[src/rtl/div_pkg.sv]
// Shared constants for the two-requester shared divider: FSM encoding and sizing.
// Latency: n/a (package).  Backpressure: n/a (package).
package div_pkg;
    localparam logic [1:0] IDLE  = 2'd0;
    localparam logic [1:0] SHIFT = 2'd1;
    localparam logic [1:0] SUB   = 2'd2;
    localparam logic [1:0] DONE  = 2'd3;

    localparam int DEF_WIDTH = 4;
    localparam int NUM_REQ   = 2;
endpackage

[src/rtl/div_datapath.sv]
// Restoring-division datapath: A (WIDTH+1), Q and D registers with shift and subtract-restore steps.
// Latency: one step per asserted control.  Backpressure: none, steps only when told.
module div_datapath
    import div_pkg::*;
#(
    parameter int WIDTH = DEF_WIDTH
) (
    input  logic             i_clk,
    input  logic             i_resetn,
    input  logic             i_ld,
    input  logic             i_shift,
    input  logic             i_sub,
    input  logic [WIDTH-1:0] i_dividend,
    input  logic [WIDTH-1:0] i_divisor,
    output logic [WIDTH-1:0] o_q,
    output logic [WIDTH-1:0] o_a,
    output logic             o_d_zero
);
    logic [WIDTH:0]   r_a;
    logic [WIDTH-1:0] r_q;
    logic [WIDTH-1:0] r_d;
    logic [WIDTH:0]   w_diff;
    logic             w_neg;
    logic [WIDTH:0]   w_a_sub;
    logic [WIDTH-1:0] w_q_sub;

    always_comb begin
        w_diff  = r_a - {1'b0, r_d};
        w_neg   = w_diff[WIDTH];
        w_a_sub = w_neg ? r_a : w_diff;
        w_q_sub = {r_q[WIDTH-1:1], ~w_neg};
    end

    // Outputs show the values the pending subtract-restore step would commit, so the
    // controller can capture the final result on the same edge that finishes the last step.
    assign o_q      = w_q_sub;
    assign o_a      = w_a_sub[WIDTH-1:0];
    assign o_d_zero = (r_d == '0);

    always_ff @(posedge i_clk or negedge i_resetn) begin
        if (!i_resetn) begin
            r_a <= '0;
            r_q <= '0;
            r_d <= '0;
        end else if (i_ld) begin
            r_a <= '0;
            r_q <= i_dividend;
            r_d <= i_divisor;
        end else if (i_shift) begin
            r_a <= {r_a[WIDTH-1:0], r_q[WIDTH-1]};
            r_q <= {r_q[WIDTH-2:0], 1'b0};
        end else if (i_sub) begin
            r_a <= w_a_sub;
            r_q <= w_q_sub;
        end
    end
endmodule

[src/rtl/div_share_ctrl.sv]
// Round-robin shares one restoring divider between two requesters; result tagged with requester id.
// Latency: ack in cycle k, done in k+2*WIDTH.  Backpressure: requests held while busy, arbitrated on return to IDLE.
module div_share_ctrl
    import div_pkg::*;
#(
    parameter int WIDTH = DEF_WIDTH
) (
    input  logic               i_clk,
    input  logic               i_resetn,
    input  logic [NUM_REQ-1:0] i_req,
    input  logic [WIDTH-1:0]   i_dividend0,
    input  logic [WIDTH-1:0]   i_divisor0,
    input  logic [WIDTH-1:0]   i_dividend1,
    input  logic [WIDTH-1:0]   i_divisor1,
    output logic [NUM_REQ-1:0] o_ack,
    output logic               o_busy,
    output logic               o_done,
    output logic               o_done_id,
    output logic [WIDTH-1:0]   o_quotient,
    output logic [WIDTH-1:0]   o_remainder,
    output logic               o_div_zero
);
    localparam int CW = (WIDTH > 1) ? $clog2(WIDTH) : 1;
    localparam logic [CW-1:0] CNT_LAST = CW'(WIDTH - 1);

    logic [1:0]       r_state;
    logic [1:0]       w_state_nxt;
    logic [CW-1:0]    r_cnt;
    logic             r_last_grant;
    logic             r_grant_id;
    logic             r_done_id;
    logic [WIDTH-1:0] r_quotient;
    logic [WIDTH-1:0] r_remainder;
    logic             r_div_zero;

    logic             w_win_id;
    logic             w_ld;
    logic             w_shift;
    logic             w_sub;
    logic             w_last_iter;
    logic [WIDTH-1:0] w_dividend;
    logic [WIDTH-1:0] w_divisor;
    logic [WIDTH-1:0] w_q_res;
    logic [WIDTH-1:0] w_a_res;
    logic             w_d_zero;

    // On a tie the requester that did not win last time goes first.
    always_comb begin
        w_win_id = 1'b0;
        case (i_req)
            2'b10:   w_win_id = 1'b1;
            2'b11:   w_win_id = ~r_last_grant;
            default: w_win_id = 1'b0;
        endcase
    end

    assign w_ld        = (r_state == IDLE) && (|i_req);
    assign w_last_iter = (r_state == SUB) && (r_cnt == CNT_LAST);
    assign w_dividend  = w_win_id ? i_dividend1 : i_dividend0;
    assign w_divisor   = w_win_id ? i_divisor1  : i_divisor0;

    always_ff @(posedge i_clk or negedge i_resetn) begin
        if (!i_resetn) r_state <= IDLE;
        else           r_state <= w_state_nxt;
    end

    always_comb begin
        w_state_nxt = r_state;
        case (r_state)
            IDLE:    if (|i_req) w_state_nxt = SHIFT;
            SHIFT:   w_state_nxt = SUB;
            SUB:     w_state_nxt = w_last_iter ? DONE : SHIFT;
            DONE:    w_state_nxt = IDLE;
            default: w_state_nxt = IDLE;
        endcase
    end

    // The first SHIFT (cnt still 0) is exactly the cycle after the grant edge.
    always_comb begin
        o_ack = '0;
        if ((r_state == SHIFT) && (r_cnt == '0)) o_ack[r_grant_id] = 1'b1;
        o_busy  = (r_state != IDLE);
        o_done  = (r_state == DONE);
        w_shift = (r_state == SHIFT);
        w_sub   = (r_state == SUB);
    end

    always_ff @(posedge i_clk or negedge i_resetn) begin
        if (!i_resetn) begin
            r_cnt        <= '0;
            r_last_grant <= 1'b1;
            r_grant_id   <= 1'b0;
            r_done_id    <= 1'b0;
            r_quotient   <= '0;
            r_remainder  <= '0;
            r_div_zero   <= 1'b0;
        end else begin
            if (w_ld) begin
                r_cnt        <= '0;
                r_grant_id   <= w_win_id;
                r_last_grant <= w_win_id;
            end else if (w_sub && !w_last_iter) begin
                r_cnt <= r_cnt + 1'b1;
            end
            if (w_last_iter) begin
                r_quotient  <= w_q_res;
                r_remainder <= w_a_res;
                r_div_zero  <= w_d_zero;
                r_done_id   <= r_grant_id;
            end
        end
    end

    assign o_done_id   = r_done_id;
    assign o_quotient  = r_quotient;
    assign o_remainder = r_remainder;
    assign o_div_zero  = r_div_zero;

    div_datapath #(.WIDTH(WIDTH)) u_datapath (
        .i_clk      (i_clk),
        .i_resetn   (i_resetn),
        .i_ld       (w_ld),
        .i_shift    (w_shift),
        .i_sub      (w_sub),
        .i_dividend (w_dividend),
        .i_divisor  (w_divisor),
        .o_q        (w_q_res),
        .o_a        (w_a_res),
        .o_d_zero   (w_d_zero)
    );
endmodule

[config.mk]
export PLATFORM = sky130hd
export DESIGN_NAME = div_share_ctrl
export DESIGN_NICKNAME = d
export VERILOG_FILES = /design/src/rtl/div_pkg.sv /design/src/rtl/div_datapath.sv /design/src/rtl/div_share_ctrl.sv
export SDC_FILE = /design/constraint.sdc
export NUM_CORES = 1
export LEC_CHECK = 0
export ABC_AREA = 1
export ABC_CLOCK_PERIOD_IN_PS = 3800
export CAP_MARGIN = 5
export CORE_ASPECT_RATIO = 1.1
export CORE_MARGIN = 2
export CORE_UTILIZATION = 57
export CTS_BUF_LIST = sky130_fd_sc_hd__clkbuf_8
export CTS_CLUSTER_SIZE = 28
export DETAILED_ROUTE_END_ITERATION = 12
export PLACE_DENSITY_LB_ADDON = 0.15
export SYNTH_ARGS = -nofsm -noshare
export SYNTH_HDL_FRONTEND = slang
export SYNTH_HIERARCHICAL = 1
export SYNTH_SLANG_ARGS = --single-unit
[constraint.sdc]
create_clock -name i_clk -period 3.8 [get_ports i_clk]
set_input_delay 0.95 -clock i_clk [delete_from_list [all_inputs] [get_ports i_clk]]
set_output_delay 0.95 -clock i_clk [all_outputs]
set_load 0.01 [all_outputs]
==> impl_metrics.json <==
{
  "run_status": "finished clean",
  "slew-limit-headroom_pct": 61.28,
  "drc": 0,
  "finalPower_mw": 1.885,
  "route.met3.wl_um": 222,
  "cts_max_level": 2,
  "final_common_cell": "nand2_1",
  "drive_above_1_share_pct": 9.738,
  "synth_area_leaders": "dfrtp_1 (40%), nand2_1 (18%), nand3_1 (11%)",
  "end_kind": "output pin",
  "yosysTopAreaCell": "dfrtp_1",
  "critPathBufInv": 2,
  "grt_antenna_before_repair": 0,
  "finalSetupViolCount": 0,
  "cts_hold_buffers": 0,
  "multiInputGateArea_um2": 849.6,
  "ant_nets": 0,
  "track_usage_pct": 21.88,
  "drv_cap": 0,
  "max_freq_mhz": 328.5,
  "routed.top_layer": "met4",
  "finalMaxSlewViolations": 0,
  "synth.net_count": 261,
  "grt_max_degree": 30,
  "grt_pass1_wl_um": 5851,
  "period_needed_ns": 3.044,
  "routedWlPerCell_um": 11.63,
  "portBuffers": 33,
  "post_cts_buffers": 0,
  "grt_pass1_vias": 1336,
  "numCtsBuffers": 5,
  "ctsResizeCount": 0,
  "area_growth_pct": 22.80,
  "postLayoutCoreUtil_pct": 71.55,
  "rsz0062_at_grt": "no",
  "mostFrequentLayoutCells": "nand2_1 (85), nand3_1 (37), clkdlybuf4s50_1 (33)",
  "clkPwrFrac_pct": 12.7,
  "cpPeakStageDelay_ns": 0.54,
  "fin_nets": 293,
  "num_rows": 21,
  "synth.avg_cell_area_um2": 7.459,
  "clockBufferDepth": 2,
  "finClkSkew_ns": 0.007579,
  "fin_area_um2": 2143,
  "drt_first_pass_iters": 4,
  "irDropWorstVdd_mv": 0.5460,
  "wl_um": 3502,
  "synth_top_cell_area_share_pct": 40.14,
  "synthDistinctLibCells": 28,
  "drt-met1-wl_um": 1666,
  "synthFlopType": "dfrtp_1",
  "die_h_um": 62.04,
  "fin_crit_sh_pct": 80.11,
  "setup_tns_ns": 0,
  "p_comb_share_pct": 57.4,
  "dr_wl_met2_um": 1561,
  "switching_share_pct": 46.12,
  "synth_edf_count": 0,
  "hp-class": "flop to flop",
  "crit_arrival_ns": 2.09,
  "initial_utilization_pct": 58.27,
  "cts.clk_slew.worst_paths_ns": 0.07,
  "diodes": 0,
  "netlist_area_um2": 1745,
  "p_sw_mw": 0.8694,
  "cts-root-buf": "clkbuf_8",
  "gp_congestion": 0.8541,
  "crit_chain": "inv_1 > nor2_1 > nand2_1 > nor2_1 > clkdlybuf4s50_1",
  "seqCellArea_um2": 726.9,
  "whs_ns": 0.4760,
  "io_pins": 34,
  "core_area_um2": 2995,
  "required_ns": 2.85,
  "crit_type": "flop to output pin",
  "viasPerCell": 5.206,
  "ys_seq_area_share_pct": 41.65,
  "cp-start-kind": "flop",
  "postPlaceCellArea_um2": 2061,
  "synth-async-reset-ratio_pct": 100.0,
  "yosysWarnings": 6,
  "critPathTopFamily": "simple AND/OR/NAND/NOR gates",
  "hpwlAfterDp_um": 2676,
  "netlist_instances": 234,
  "p_per_area_nw_per_um2": 879.5,
  "ys_ff_latch": 29,
  "dieArea_um2": 3521,
  "leakage_nw": 1.139,
  "crit_fanout": 8,
  "worst_pin_slew_ns": 0.5786,
  "dr.first_iter.drc_count": 54,
  "fillers": 270,
  "clock_sinks": 29,
  "p_int_mw": 1.016,
  "cts_tree": "yes",
  "hold_viol": 0,
  "vias": 1567,
  "cp_common_cell": "nor2_1",
  "insertion_delay_ns": 0.28,
  "grt-ovfl-total": 0,
  "die_w_um": 56.76,
  "power_frac_seq_pct": 30.0,
  "slowest_stage": "clkdlybuf4s50_1"
}
-- cell usage after synthesis, types with 3 or more instances --
master / instances
nand3_2: 4
nand3_1: 37
nor2_1: 12
inv_1: 20
ha_1: 6
dfrtp_1: 28
nand2_1: 85
a21oi_1: 5
nand2_2: 6
buf_4: 6
o21ai_0: 4
o21ai_1: 3
-- routing by layer --
layer | vias up | global-route usage (%)
met2 | 60 | 35.05
met1 | 697 | 29.63
li1 | 804 | -
met3 | 6 | 4.969
met4 | 0 | 8.306
met5 | - | 0
-- final cells by class --
class                   count  area share (%)
clock buffers               5           3.211
clock inverters             3          0.6421
inverters                  24           4.845
multi-input cells         172           39.64
flip-flops and latches     29           33.92
well taps                  34           1.985
repair buffers             34           15.76
-- logic make-up (layout without fill, tap and decap cells) --
group,after synthesis,in the layout,synth area share [%]
xor+xnor,1,1,0.5019
flops,29,29,41.65
buf+inv,33,66,9.677
simple gates,150,150,38.35
fa+ha+maj,7,7,5.448
compound gates,14,14,4.373
-- worst paths after layout --
| path | from | endpoint | slack (ns) | depth (start not counted) |
|---|---|---|---|---|
| worst max-delay path | r_state[0]$_DFFE_PN0P_ | o_ack[0] | 0.76 | 5 |
| worst min-delay path | o_remainder[2]$_DFFE_PN0P_ | o_remainder[2]$_DFFE_PN0P_ | 0.48 | 2 |
| worst max register to register | u_datapath/r_a[0]$_DFFE_PN0P_ | o_remainder[1]$_DFFE_PN0P_ | 1.89 | 11 |
| worst min register to register | o_remainder[2]$_DFFE_PN0P_ | o_remainder[2]$_DFFE_PN0P_ | 0.48 | 2 |
| max in group asynchronous | i_resetn | r_last_grant$_DFFE_PN1P_ | 2.43 | 2 |
| min in group asynchronous | i_resetn | o_remainder[0]$_DFFE_PN0P_ | 1.06 | 2 |
-- power groups by stage --
stage	Sequential, mW	Clock (mW)	Combinational, mW
2_1_floorplan	0.557	0	0.808
3_3_place_gp	0.564	0	1.05
3_5_place_dp	0.566	0	1.08
4_1_cts	0.562	0.242	1.08
5_1_grt	0.585	0.251	1.23
6_report	0.565	0.239	1.08
-- through the flow --
step                      setup slack, ns  cells
after floorplan                     1.714    234
after global placement             0.9875    293
after detailed placement           0.9179    293
after CTS                          0.7700    301
after global routing               0.6321    301
final                              0.7557    301
-- worst min-delay path: cells and delay by family (launching register included) --
kind,cells,cell delay [ns]
flip-flops,1,0.34
AND/OR/NAND/NOR,2,0.10
-- sequential cells by signal, indices dropped and copies added (netlist names) --
signal and count:
u_datapath/r_d 4, o_quotient 4, r_cnt 2, o_div_zero 1, o_done_id 1, u_datapath/r_a 5, r_grant_id 1, u_datapath/r_q 4
r_last_grant 1, o_remainder 4, r_state 2
Note: power is estimated with default switching activity, not from simulation.
